File: src/rtl/ps2_pkg.sv
// ps2_pkg: shared state encoding, frame edge counts and default timing for the PS/2 host transmitter
package ps2_pkg;

   localparam logic [2:0] IDLE      = 3'd0;
   localparam logic [2:0] INHIBIT   = 3'd1;
   localparam logic [2:0] REQ       = 3'd2;
   localparam logic [2:0] SHIFT     = 3'd3;
   localparam logic [2:0] ACK       = 3'd4;
   localparam logic [2:0] WAIT_IDLE = 3'd5;

   localparam logic [3:0] STOP_EDGE = 4'd10;
   localparam logic [3:0] ACK_EDGE  = 4'd11;

   localparam int DEF_INHIBIT_CYCLES = 10000;
   localparam int DEF_TIMEOUT_CYCLES = 1500000;

   function automatic logic odd_parity(input logic [7:0] d);
      return ~^d;
   endfunction

endpackage

File: src/rtl/ps2_sync_edge.sv
// ps2_sync_edge: two-flop synchronizer for one PS/2 line with falling-edge detect on the synchronized level
module ps2_sync_edge (
   input  logic clk,
   input  logic reset,
   input  logic line_i,
   output logic level_o,
   output logic fall_o
);

   logic [2:0] sync_q;

   // two sync stages plus one history stage; an idle PS/2 line is high
   always_ff @(posedge clk or negedge reset)
      if (!reset) sync_q <= 3'b111;
      else sync_q <= {sync_q[1:0], line_i};

   assign level_o = sync_q[1];
   assign fall_o  = sync_q[2] & ~sync_q[1];

endmodule

File: src/rtl/ps2_host_tx.sv
// ps2_host_tx: PS/2 host-to-device byte transmitter (inhibit, request-to-send, 11-bit frame, ack check).
// Define PS2_TX_TIMEOUT_EN to add a device-clock watchdog that aborts a stalled frame with tx_error.
module ps2_host_tx
   import ps2_pkg::*;
#(
   parameter int INHIBIT_CYCLES = DEF_INHIBIT_CYCLES,
   parameter int TIMEOUT_CYCLES = DEF_TIMEOUT_CYCLES
) (
   input  logic       clk,
   input  logic       reset,
   input  logic [7:0] tx_data,
   input  logic       tx_valid,
   output logic       tx_ready,
   output logic       tx_done,
   output logic       tx_error,
   input  logic       ps2_clk_i,
   input  logic       ps2_data_i,
   output logic       ps2_clk_drive_low,
   output logic       ps2_data_drive_low
);

   localparam int IW = $clog2(INHIBIT_CYCLES + 1);

   logic          clk_s, clk_fall, data_s, data_fall_unused;
   logic [2:0]    state_q, state_d;
   logic [IW-1:0] inh_q, inh_d;
   logic [3:0]    edge_q, edge_d;
   logic [8:0]    shift_q, shift_d;
   logic          clk_low_q, clk_low_d, data_low_q, data_low_d;
   logic          done_q, done_d, error_q, error_d;

   ps2_sync_edge u_clk_sync (.clk(clk), .reset(reset), .line_i(ps2_clk_i), .level_o(clk_s), .fall_o(clk_fall));
   ps2_sync_edge u_data_sync (.clk(clk), .reset(reset), .line_i(ps2_data_i), .level_o(data_s), .fall_o(data_fall_unused));

`ifdef PS2_TX_TIMEOUT_EN
   localparam int WW = $clog2(TIMEOUT_CYCLES + 1);
   logic [WW-1:0] wd_q, wd_d;
   logic          watched;

   assign watched = (state_q == REQ) || (state_q == SHIFT) || (state_q == ACK);

   // watchdog restarts on every device clock edge and outside the device-clocked states
   always_ff @(posedge clk or negedge reset)
      if (!reset) wd_q <= '0;
      else wd_q <= wd_d;
`endif

   // frame sequencing; the shift register holds {parity, data} and fills with ones so the stop bit releases data
   always_comb begin
      state_d    = state_q;
      inh_d      = inh_q;
      edge_d     = edge_q;
      shift_d    = shift_q;
      clk_low_d  = clk_low_q;
      data_low_d = data_low_q;
      done_d     = 1'b0;
      error_d    = 1'b0;
      case (state_q)
         IDLE: if (tx_valid) begin
            state_d    = INHIBIT;
            shift_d    = {odd_parity(tx_data), tx_data};
            inh_d      = '0;
            edge_d     = '0;
            clk_low_d  = 1'b1;
            data_low_d = 1'b0;
         end
         INHIBIT: begin
            inh_d = inh_q + 1'b1;
            if (inh_q == IW'(INHIBIT_CYCLES - 1)) begin
               state_d    = REQ;
               data_low_d = 1'b1;
            end
         end
         REQ: begin
            clk_low_d = 1'b0;
            state_d   = SHIFT;
         end
         SHIFT: if (clk_fall) begin
            edge_d     = edge_q + 1'b1;
            data_low_d = ~shift_q[0];
            shift_d    = {1'b1, shift_q[8:1]};
            state_d    = (edge_q == STOP_EDGE - 4'd1) ? ACK : SHIFT;
         end
         ACK: if (clk_fall) begin
            edge_d  = ACK_EDGE;
            state_d = data_s ? IDLE : WAIT_IDLE;
            error_d = data_s;
         end
         WAIT_IDLE: if (clk_s && data_s) begin
            state_d = IDLE;
            done_d  = 1'b1;
         end
         default: state_d = IDLE;
      endcase
`ifdef PS2_TX_TIMEOUT_EN
      wd_d = (watched && !clk_fall) ? wd_q + 1'b1 : '0;
      if (watched && !clk_fall && wd_q == WW'(TIMEOUT_CYCLES - 1)) begin
         state_d    = IDLE;
         clk_low_d  = 1'b0;
         data_low_d = 1'b0;
         error_d    = 1'b1;
         wd_d       = '0;
      end
`endif
   end

   // state and line-drive registers; reset releases both lines at once
   always_ff @(posedge clk or negedge reset)
      if (!reset) begin
         state_q    <= IDLE;
         inh_q      <= '0;
         edge_q     <= '0;
         shift_q    <= '0;
         clk_low_q  <= 1'b0;
         data_low_q <= 1'b0;
         done_q     <= 1'b0;
         error_q    <= 1'b0;
      end else begin
         state_q    <= state_d;
         inh_q      <= inh_d;
         edge_q     <= edge_d;
         shift_q    <= shift_d;
         clk_low_q  <= clk_low_d;
         data_low_q <= data_low_d;
         done_q     <= done_d;
         error_q    <= error_d;
      end

   assign tx_ready           = state_q == IDLE;
   assign tx_done            = done_q;
   assign tx_error           = error_q;
   assign ps2_clk_drive_low  = clk_low_q;
   assign ps2_data_drive_low = data_low_q;

endmodule

File: config.mk
export PLATFORM = sky130hd
export DESIGN_NAME = ps2_host_tx
export DESIGN_NICKNAME = d
export VERILOG_FILES = /design/src/rtl/ps2_pkg.sv /design/src/rtl/ps2_sync_edge.sv /design/src/rtl/ps2_host_tx.sv
export SDC_FILE = /design/constraint.sdc
export NUM_CORES = 1
export LEC_CHECK = 0
export ABC_CLOCK_PERIOD_IN_PS = 4100
export BUFFER_PORTS_ARGS = -buffer_cell sky130_fd_sc_hd__buf_2
export CAP_MARGIN = 20
export CORE_MARGIN = 5
export CORE_UTILIZATION = 39
export DETAILED_ROUTE_END_ITERATION = 10
export PLACE_DENSITY = 0.63
export SKIP_LAST_GASP = 1
export SYNTH_ARGS = -nofsm -noshare
export SYNTH_HDL_FRONTEND = slang
export SYNTH_SLANG_ARGS = --single-unit
File: constraint.sdc
create_clock -name clk -period 4.1 [get_ports clk]
set_clock_uncertainty 0.05 [all_clocks]
set_input_delay 0.82 -clock clk [delete_from_list [all_inputs] [get_ports clk]]
set_output_delay 0.82 -clock clk [all_outputs]
set_load 0.05 [all_outputs]
-- After elaboration in Yosys (flattened, before gate mapping)
Cells that the tools add are included.
- reduce and logical (&&, ||, !) cells: 14
- mux-type cells: 27
- add/subtract/negate cells: 2
- bitwise operators: 3
- equality and inequality tests: 12
- operators with widths (operator ; number):
    $pmux W14 S2 ; 1
    $mux W3 ; 7
    $mux W9 ; 2
    $pmux W3 S6 ; 1
    $pmux W9 S2 ; 1
    $add A14 B1 Y14 const B ; 1
    $eq A14 B14 Y1 const B ; 1
    $mux W14 ; 1
    $mux W4 ; 3
    $pmux W4 S3 ; 1
    $ne A2 B2 Y1 const B ; 5
    $mux W1 ; 8
    $reduce_and A4 Y1 ; 2
    $reduce_xnor A8 Y1 ; 1
    $eq A3 B2 Y1 const B ; 2
    $eq A3 B3 Y1 const B ; 2
    $reduce_bool A2 Y1 ; 3
    $reduce_bool A3 Y1 ; 2
    $reduce_and A5 Y1 ; 1
    $add A4 B1 Y4 const B ; 1
    $eq A4 B4 Y1 const B ; 1
    $reduce_and A2 Y1 ; 2
    $eq A3 B1 Y1 const B ; 1
    $logic_not A3 Y1 ; 1
    other kinds (6) ; 7
- output and inout bits: 5
- word-level logic and storage cells: 68
- flip-flop bits (word level): 39
- bits of input ports: 13

-- Depth between registers and ports, before layout
Gate-level depths: netlist of run 1.
- depth in word-level cells: 4
- mapped depth: 6
- depth with buffers taken out: 6

-- By module
From an unflattened synthesis of run 1, not the netlist that was laid out.
- cells, all modules: 203
- area, all modules: 2079.5 um^2
- by module, submodules not included (module ; area each (um^2) ; seq. area each (um^2) ; cells an instance ; times used):
    ps2_host_tx ; 1894.3 ; 850.8 ; 195 ; 1
    ps2_sync_edge ; 92.6 ; 78.8 ; 4 ; 2

-- Worst setup path after synthesis of run 1
No wires, ideal clock.
- path type: reg-to-output
- start: register state_q[0]
- end: output tx_ready
- cell stages (with the launch flop): 4
- required time: 3.230 ns
- path buffers: 1
- arrival time: 1.443 ns
- setup slack: 1.787 ns
- path through: dfrtp_1 buf_4 or2_2 nor2_1
- cells in the longest elaborated chain, start to end: 1
- RTL lines (item ; line ; RTL):
    start: declaration ; ps2_host_tx.sv:25 ; logic [2:0] state_q, state_d;
    start signal: assignment ; ps2_host_tx.sv:119 ; state_q <= state_d;
    $logic_not A3 Y1 ; ps2_host_tx.sv:129 ; assign tx_ready = state_q == IDLE;
    end: declaration ; ps2_host_tx.sv:13 ; output logic tx_ready,
Every way passes these cells.

-- Worst setup path after layout of run 1
- start: register state_q[2]
- end: register edge_q[0]
- cells in the longest elaborated chain, start to end: 3
- elaborated cells between the ends (all ways): 9
- those cells by class: eq/ne: 5; mux: 1; reduce/logical: 3
- RTL lines (item ; line ; RTL):
    $eq A3 B2 Y1 (tied with other cells) ; ps2_host_tx.sv:58 ; case (state_q)
    $ne A2 B2 Y1 (no line) or $reduce_bool A3 Y1 (tied branches) ; -- ;
    $reduce_and A4 Y1 (no line) ; -- ;
    end signal: assignment ; ps2_host_tx.sv:121 ; edge_q <= edge_d;
    end: declaration ; ps2_host_tx.sv:27 ; logic [3:0] edge_q, edge_d;
Several ways; a longest one is shown, not always the timed one.
A chain may end at the register's enable or synchronous reset.

==> results.toml, run 1 <==
[status]
outcome = "complete, no violations"

[setup_path]
path_class = "flip-flop to flip-flop"
max_stage_delay_on_crit_path_ps = 710
crit_required_ps = 4230
r2r_end = "edge_q[0]"
endpoint_kind = "flip-flop"
path_max_fanout = 18
cp.buffers_inverters = 0
setup_slack_on_the_worst_flop_to_flop_path_ps = 1640
r2r-start = "state_q[2]"
cpLargestDelayFamily = "simple AND/OR/NAND/NOR gates"
r2r.worst_path.cells = 4
crit_chain = "nand3b_1 > nor3b_1 > or2_2 > mux2_2"
worst-endpoint-arrival_ps = 2600
worst_path_max_delay_cell = "sky130_fd_sc_hd__nand3b_1"
worstSetupStartpointType = "flip-flop"
crit_cells = 4

[synth]
synth_top_cell_by_area = "sky130_fd_sc_hd__dfrtp_1"
yosys.cell_types.count = 52
synth.area.top_cells = "sky130_fd_sc_hd__dfrtp_1 (41%), sky130_fd_sc_hd__mux2i_1 (7.3%), sky130_fd_sc_hd__dfstp_2 (6.4%)"
synthFlopType = "sky130_fd_sc_hd__dfrtp_1"
synthesis.nets = 216
area_fraction_in_and_or_nand_and_nor_cells_after_synthesis_pct = 20.37
synthesis.area_um2 = 2052
synth_compound_area_share_pct = 15.00
postSynth.asyncResetShare_pct = 100.0
synth-seq-area-share_pct = 47.87
netlist_top_cells_count = "sky130_fd_sc_hd__dfrtp_1 (34), sky130_fd_sc_hd__nand2_1 (18), sky130_fd_sc_hd__a21oi_1 (15), sky130_fd_sc_hd__mux2i_1 (15), sky130_fd_sc_hd__nor2_1 (14)"
synth_top_family_by_area = "simple AND/OR/NAND/NOR gates"
synth.top_cell.area_share_pct = 41.46
synthXorXnorAreaFrac_pct = 2.988
count_of_flip_flops_with_a_built_in_enable_after_synthesis = 0
synth_most_common_cell = "sky130_fd_sc_hd__dfrtp_1"
ys_ff_latch = 39
synthesis.area_per_instance_um2 = 10.26
yosysWarningCount = 0
post_synth_mux_area_share_pct = 8.415
synthesis.instances = 200
synthAdderAreaFrac_pct = 1.829

[route]
detail_route.first_pass.iterations = 4
detail_route.drc_violations = 0
detail_route.vias_per_cell = 5.280
num_vias = 1510
detail_route.iter0.violations = 101
ant_nets = 0
totalWireLength_um = 3843
detail_route.wl_per_cell_um = 13.44

[global_routing]
wire_length_of_the_first_global_routing_pass_um = 7017
grt_overflow = 0
antenna_violations_before_repair = 0
grt.total_usage_pct = 13.36
grt_start_max_net_pins = 40
grt_pass1_vias = 1555

[layout]
final.fill_count = 510
proportion_of_layout_cells_with_a_drive_suffix_above_1_pct = 17.59
area_growth_pct = 12.07
n_antenna_cell = 0
fin_nets = 231

[power]
leakagePower_uw = 0.001067
report.power.total_uw = 812.6
pwr_density_cell_nw_per_um2 = 353.4
vdd.ir_drop.worst_mv = 0.1956

[sta]
tightest_slew_ps = 859.2
fin_worst_hold_slack_ps = 307.4
finalSetupTns_ps = 0
setup_viol = 0
timing_hold_violations_final = 0
layout_worst_path_cycle_share_pct = 60.12
fmax_mhz = 405.7
maxSlewViolCount = 0
layout_setup_ws_ps = 1635
finalCriticalPeriod_ps = 2465
unrepaired_setup_endpoints_after_global_routing = "false"
slew-limit-headroom_pct = 42.72

[floorplan]
i_o_pin_count = 18
fp-row-count = 26
die_area_um2 = 6812
die-width_um = 82.54
core_area_um2 = 5107
die_h_um = 82.54
initial_core_util_pct = 40.18

[placed_design]
pre_cts_slack_ps = 1653
io_buffers = 17
routability_cong = 0.7971
dpl.hpwl_um = 2650

[clocking]
clock_tree_from_tritoncts = "done"
cts_hold_repair.buffers = 0
post_cts_resize_count = 0
clock_tree_root_buffer_cell = "sky130_fd_sc_hd__clkbuf_8"
htree_levels = 2
clock_insertion_delay_worst_skew_ps = 300
clockBufferDepth = 2
tritoncts.num_buffers = 5
post-cts-setup-buffer-count = 0
cts.sink_count = 39
clk_pin_slew_worst_paths_ps = 80

[min_path]
hold_path.startpoint = "u_data_sync.sync_q[0]"
holdCritPathClass = "flip-flop to flip-flop"
hold_worst_path_end = "u_data_sync.sync_q[1]"
holdPathStages = 0

[job]
max_cap_violations = 0
==> how the worst max path moves through the flow <==
stage,start,to,slack (ps)
6_report,state_q[2],edge_q[0],1640
3_5_place_dp,state_q[2],edge_q[0],1650
2_1_floorplan,state_q[0],tx_ready,1790
4_1_cts,state_q[0],tx_ready,1630
5_1_grt,state_q[0],edge_q[0],1450
3_3_place_gp,state_q[2],edge_q[1],1720
==> layer usage <==
layer	part of all wire, %	global-route usage, %
met1	51	18.97
met2	42	18.83
met3	4.7	3.579
met4	2.2	6.046
met5	0	0
==> report_power, final <==
part	internal [µW]	total, µW	switching [µW]	leakage, µW
Combinational	15.4	34.3	18.9	0.000535
Sequential	391	395	4.10	0.000467
Clock	243	383	140	0.0000654
==> layout make-up <==
class                           count  area (µm²)  share of cell area, %
Clock buffer                        6       72.57                  3.156
Timing Repair Buffer               17       85.08                  3.700
Inverter                            4       15.01                 0.6529
Tap cell                           70       87.58                  3.808
Sequential cell                    39       982.2                  42.71
Clock inverter                      2       60.06                  2.612
Multi-Input combinational cell    148       997.2                  43.36
==> worst reg2reg max path, cell delays in order (launching register included) <==
cell and delay [ps]:
sky130_fd_sc_hd__dfrtp_1 570, sky130_fd_sc_hd__nand3b_1 710, sky130_fd_sc_hd__nor3b_1 480, sky130_fd_sc_hd__or2_2 220, sky130_fd_sc_hd__mux2_2 330
==> flip-flops by register name, summed over array words and instances (netlist names) <==
name and count:
ps2_data_drive_low 1, shift_q 9, ps2_clk_drive_low 1, state_q 3, inh_q 14, tx_done 1
edge_q 4, u_clk_sync.sync_q 3, u_data_sync.sync_q 2, tx_error 1
==> metrics by stage <==
stage | util (%) | area [µm²] | std cells
6_report | 45.03 | 2300 | 286
3_3_place_gp | 42.43 | 2167 | 278
4_1_cts | 45.03 | 2300 | 286
3_5_place_dp | 42.43 | 2167 | 278
5_1_grt | 45.03 | 2300 | 286
2_1_floorplan | - | 2052 | 200
==> kinds of logic after synthesis <==
logic type / Yosys count
AND/OR/NAND/NOR: 73
AO/OA/AOI/OAI: 48
flip-flops: 39
multiplexers: 17
buffers and inverters: 13
XOR/XNOR: 7
adder cells (fa/ha/maj): 3
==> layout by cell type (no fill, tap or decap), drive strengths merged, types with 3 or more instances in the layout <==
cell type	count
ha	3
dfrtp	34
nor4	3
nor2	14
inv	4
nand4	4
nand3	9
nor3b	3
mux2i	15
nand2b	3
dfstp	5
clkbuf	6
a22o	3
buf	17
a21oi	16
nand2	18
and2	3
o21ai	13
xnor2	5
No activity file was read; power rests on OpenSTA's default activity.
==> run 2: changes to the inputs <==
- ABC_CLOCK_PERIOD_IN_PS: 4100 -> 2600
- clock period: 4.1 -> 2.6 ns (I/O delays scaled with it)
==> run 2 against run 1 <==
Compared with the run above:
- wire length is 3.0% higher
- count of clock-buffer cells in the layout down 1
- sequential power increased by 58%
- register-to-register slack worse by 1100 ps
- via count increased by 0.79%
- worst setup slack got worse by 1200 ps
- worst hold slack lost 41 ps
- critical path depth shrank 1
- core utilization shrank 0.42 points
- combinational power is 59% higher
- highest routed layer unchanged
- first-iteration DRC count is 36% lower
==> results.toml, run 2 (synthesized netlist as in run 1, its figures left out) <==
[layout]
final.fill_count = 510
registers.top_by_ff_count = "inh_q"
fin_util_pct = 44.61
proportion_of_layout_cells_with_a_drive_suffix_above_1_pct = 19.18
reg.largest.list = "inh_q: 14 flops, shift_q: 9 flops, edge_q: 4 flops"
layout_commonest_cell = "sky130_fd_sc_hd__dfrtp_1"
multi_input_comb_area_um2 = 997.2
sequential_cell_area_um2 = 982.2
top_library_cells_by_usage_in_the_layout_fill_and_taps_aside = "sky130_fd_sc_hd__dfrtp_1 (34), sky130_fd_sc_hd__nand2_1 (18), sky130_fd_sc_hd__buf_2 (17)"
finalInstanceArea_um2 = 2278
fin_nets = 234
n_antenna_cell = 0
largest_register_ff_count = 14
area_growth_pct = 11.04

[sta]
setup_viol = 0
finalCriticalPeriod_ps = 2150
slew-limit-headroom_pct = 41.90
unrepaired_setup_endpoints_after_global_routing = "false"
layout_worst_path_cycle_share_pct = 82.68
fmax_mhz = 465.2
maxSlewViolCount = 0
finalSetupTns_ps = 0
tightest_slew_ps = 871.5
timing_hold_violations_final = 0

[setup_path]
worstSetupStartpointType = "flip-flop"
path_class = "flip-flop to output pin"
worst-endpoint-arrival_ps = 1580
worst_path_max_delay_cell = "sky130_fd_sc_hd__dfrtp_1"
cpLargestDelayFamily = "flip-flops"
crit_chain = "or2_2 > nor2_1 > buf_2"
setup_slack_on_the_worst_flop_to_flop_path_ps = 550
endpoint_kind = "output pin"
cp.buffers_inverters = 1
path_max_fanout = 17
crit_required_ps = 2030
r2r-start = "state_q[0]"
r2r.worst_path.cells = 4
max_stage_delay_on_crit_path_ps = 540
crit_cells = 3
r2r_end = "inh_q[7]"

[clocking]
post-cts-setup-buffer-count = 0
cts_hold_repair.buffers = 0
clock_tree_root_buffer_cell = "sky130_fd_sc_hd__clkbuf_8"
cts.sink_count = 39
clock_tree_from_tritoncts = "done"
clk_pin_slew_worst_paths_ps = 80
htree_levels = 2
clockBufferDepth = 2
clock_insertion_delay_worst_skew_ps = 290
post_cts_resize_count = 0
tritoncts.num_buffers = 5

[power]
internal_power_uw = 827.7
power_switching_uw = 253.8
vdd.ir_drop.worst_mv = 0.2501
switching_share_pct = 23.47
power.combinational.fraction_pct = 5.0
pwr_density_cell_nw_per_um2 = 474.7
seq_power_share_pct = 57.6
power_frac_clock_pct = 37.4
leakagePower_uw = 0.001057

[global_routing]
grt_start_max_net_pins = 40
antenna_violations_before_repair = 0
grt.total_usage_pct = 13.37
grt_pass1_vias = 1513
global_route.usage.met2_pct = 19.31
met3_usage_pct = 3.905
grt_overflow = 0
wire_length_of_the_first_global_routing_pass_um = 6996
groute.layer.met1.usage_pct = 18.75
gr-max-usage-layer = "met2"

[floorplan]
i_o_pin_count = 18
fp-row-count = 26
die-width_um = 82.54
die_h_um = 82.54
initial_core_util_pct = 40.18
core_area_um2 = 5107
die_area_um2 = 6812

[route]
num_vias = 1522
detail_route.vias_per_cell = 5.266
detail_route.drc_violations = 0
totalWireLength_um = 3957
detail_route.first_pass.iterations = 4
detail_route.wl_per_cell_um = 13.69
detail_route.iter0.violations = 65
ant_nets = 0

[placed_design]
detailed_place.area_um2 = 2190
io_buffers = 17
dpl.hpwl_um = 2775
routability_cong = 0.8037

[min_path]
hold_path.startpoint = "ps2_clk_i"
holdCritPathClass = "input port to flip-flop"
holdPathStages = 1
hold_worst_path_end = "u_clk_sync.sync_q[0]"

[job]
max_cap_violations = 0

[status]
outcome = "complete, no violations"
[run 2: per-layer routing]
metal,vias to the layer above,routed length (µm)
met5,-,0
met4,0,64
met3,7,177
met2,29,1670
met1,724,2044
li1,762,-
[run 2: cell type report]
type | count | area share (%)
Timing Repair Buffer | 20 | 4.723
Tap cell | 70 | 3.844
Inverter | 4 | 0.6590
Clock buffer | 5 | 3.020
Sequential cell | 39 | 43.11
Multi-Input combinational cell | 148 | 43.77
Clock inverter | 3 | 0.8786
[run 2: worst max-delay path by stage]
stage / from / end / slack (ps)
floorplan: state_q[0] / tx_ready / 590
global placement: state_q[0] / state_q[1] / 580
detailed placement: state_q[0] / inh_q[7] / 570
CTS: state_q[0] / tx_ready / 450
global route: state_q[0] / tx_ready / 350
finish: state_q[0] / tx_ready / 450
[run 2: stage by stage]
stage	std cells	hold WS (ps)	setup WS [ps]	power, µW
floorplan	200	174.4	587.3	660.1
global placement	281	295.7	584.9	689.6
global route	289	248.5	346.5	1132
CTS	289	253.9	448.3	1106
finish	289	266.4	450.2	1082
detailed placement	281	296.8	565.8	691.1
[run 2: power by group through the flow]
stage	clock [µW]	sequential [µW]	combinational, µW
4_1_cts	426	623	56.7
3_3_place_gp	0	634	55.3
5_1_grt	445	624	62.5
6_report	404	623	54.5
3_5_place_dp	0	635	56.4
2_1_floorplan	0	632	27.7
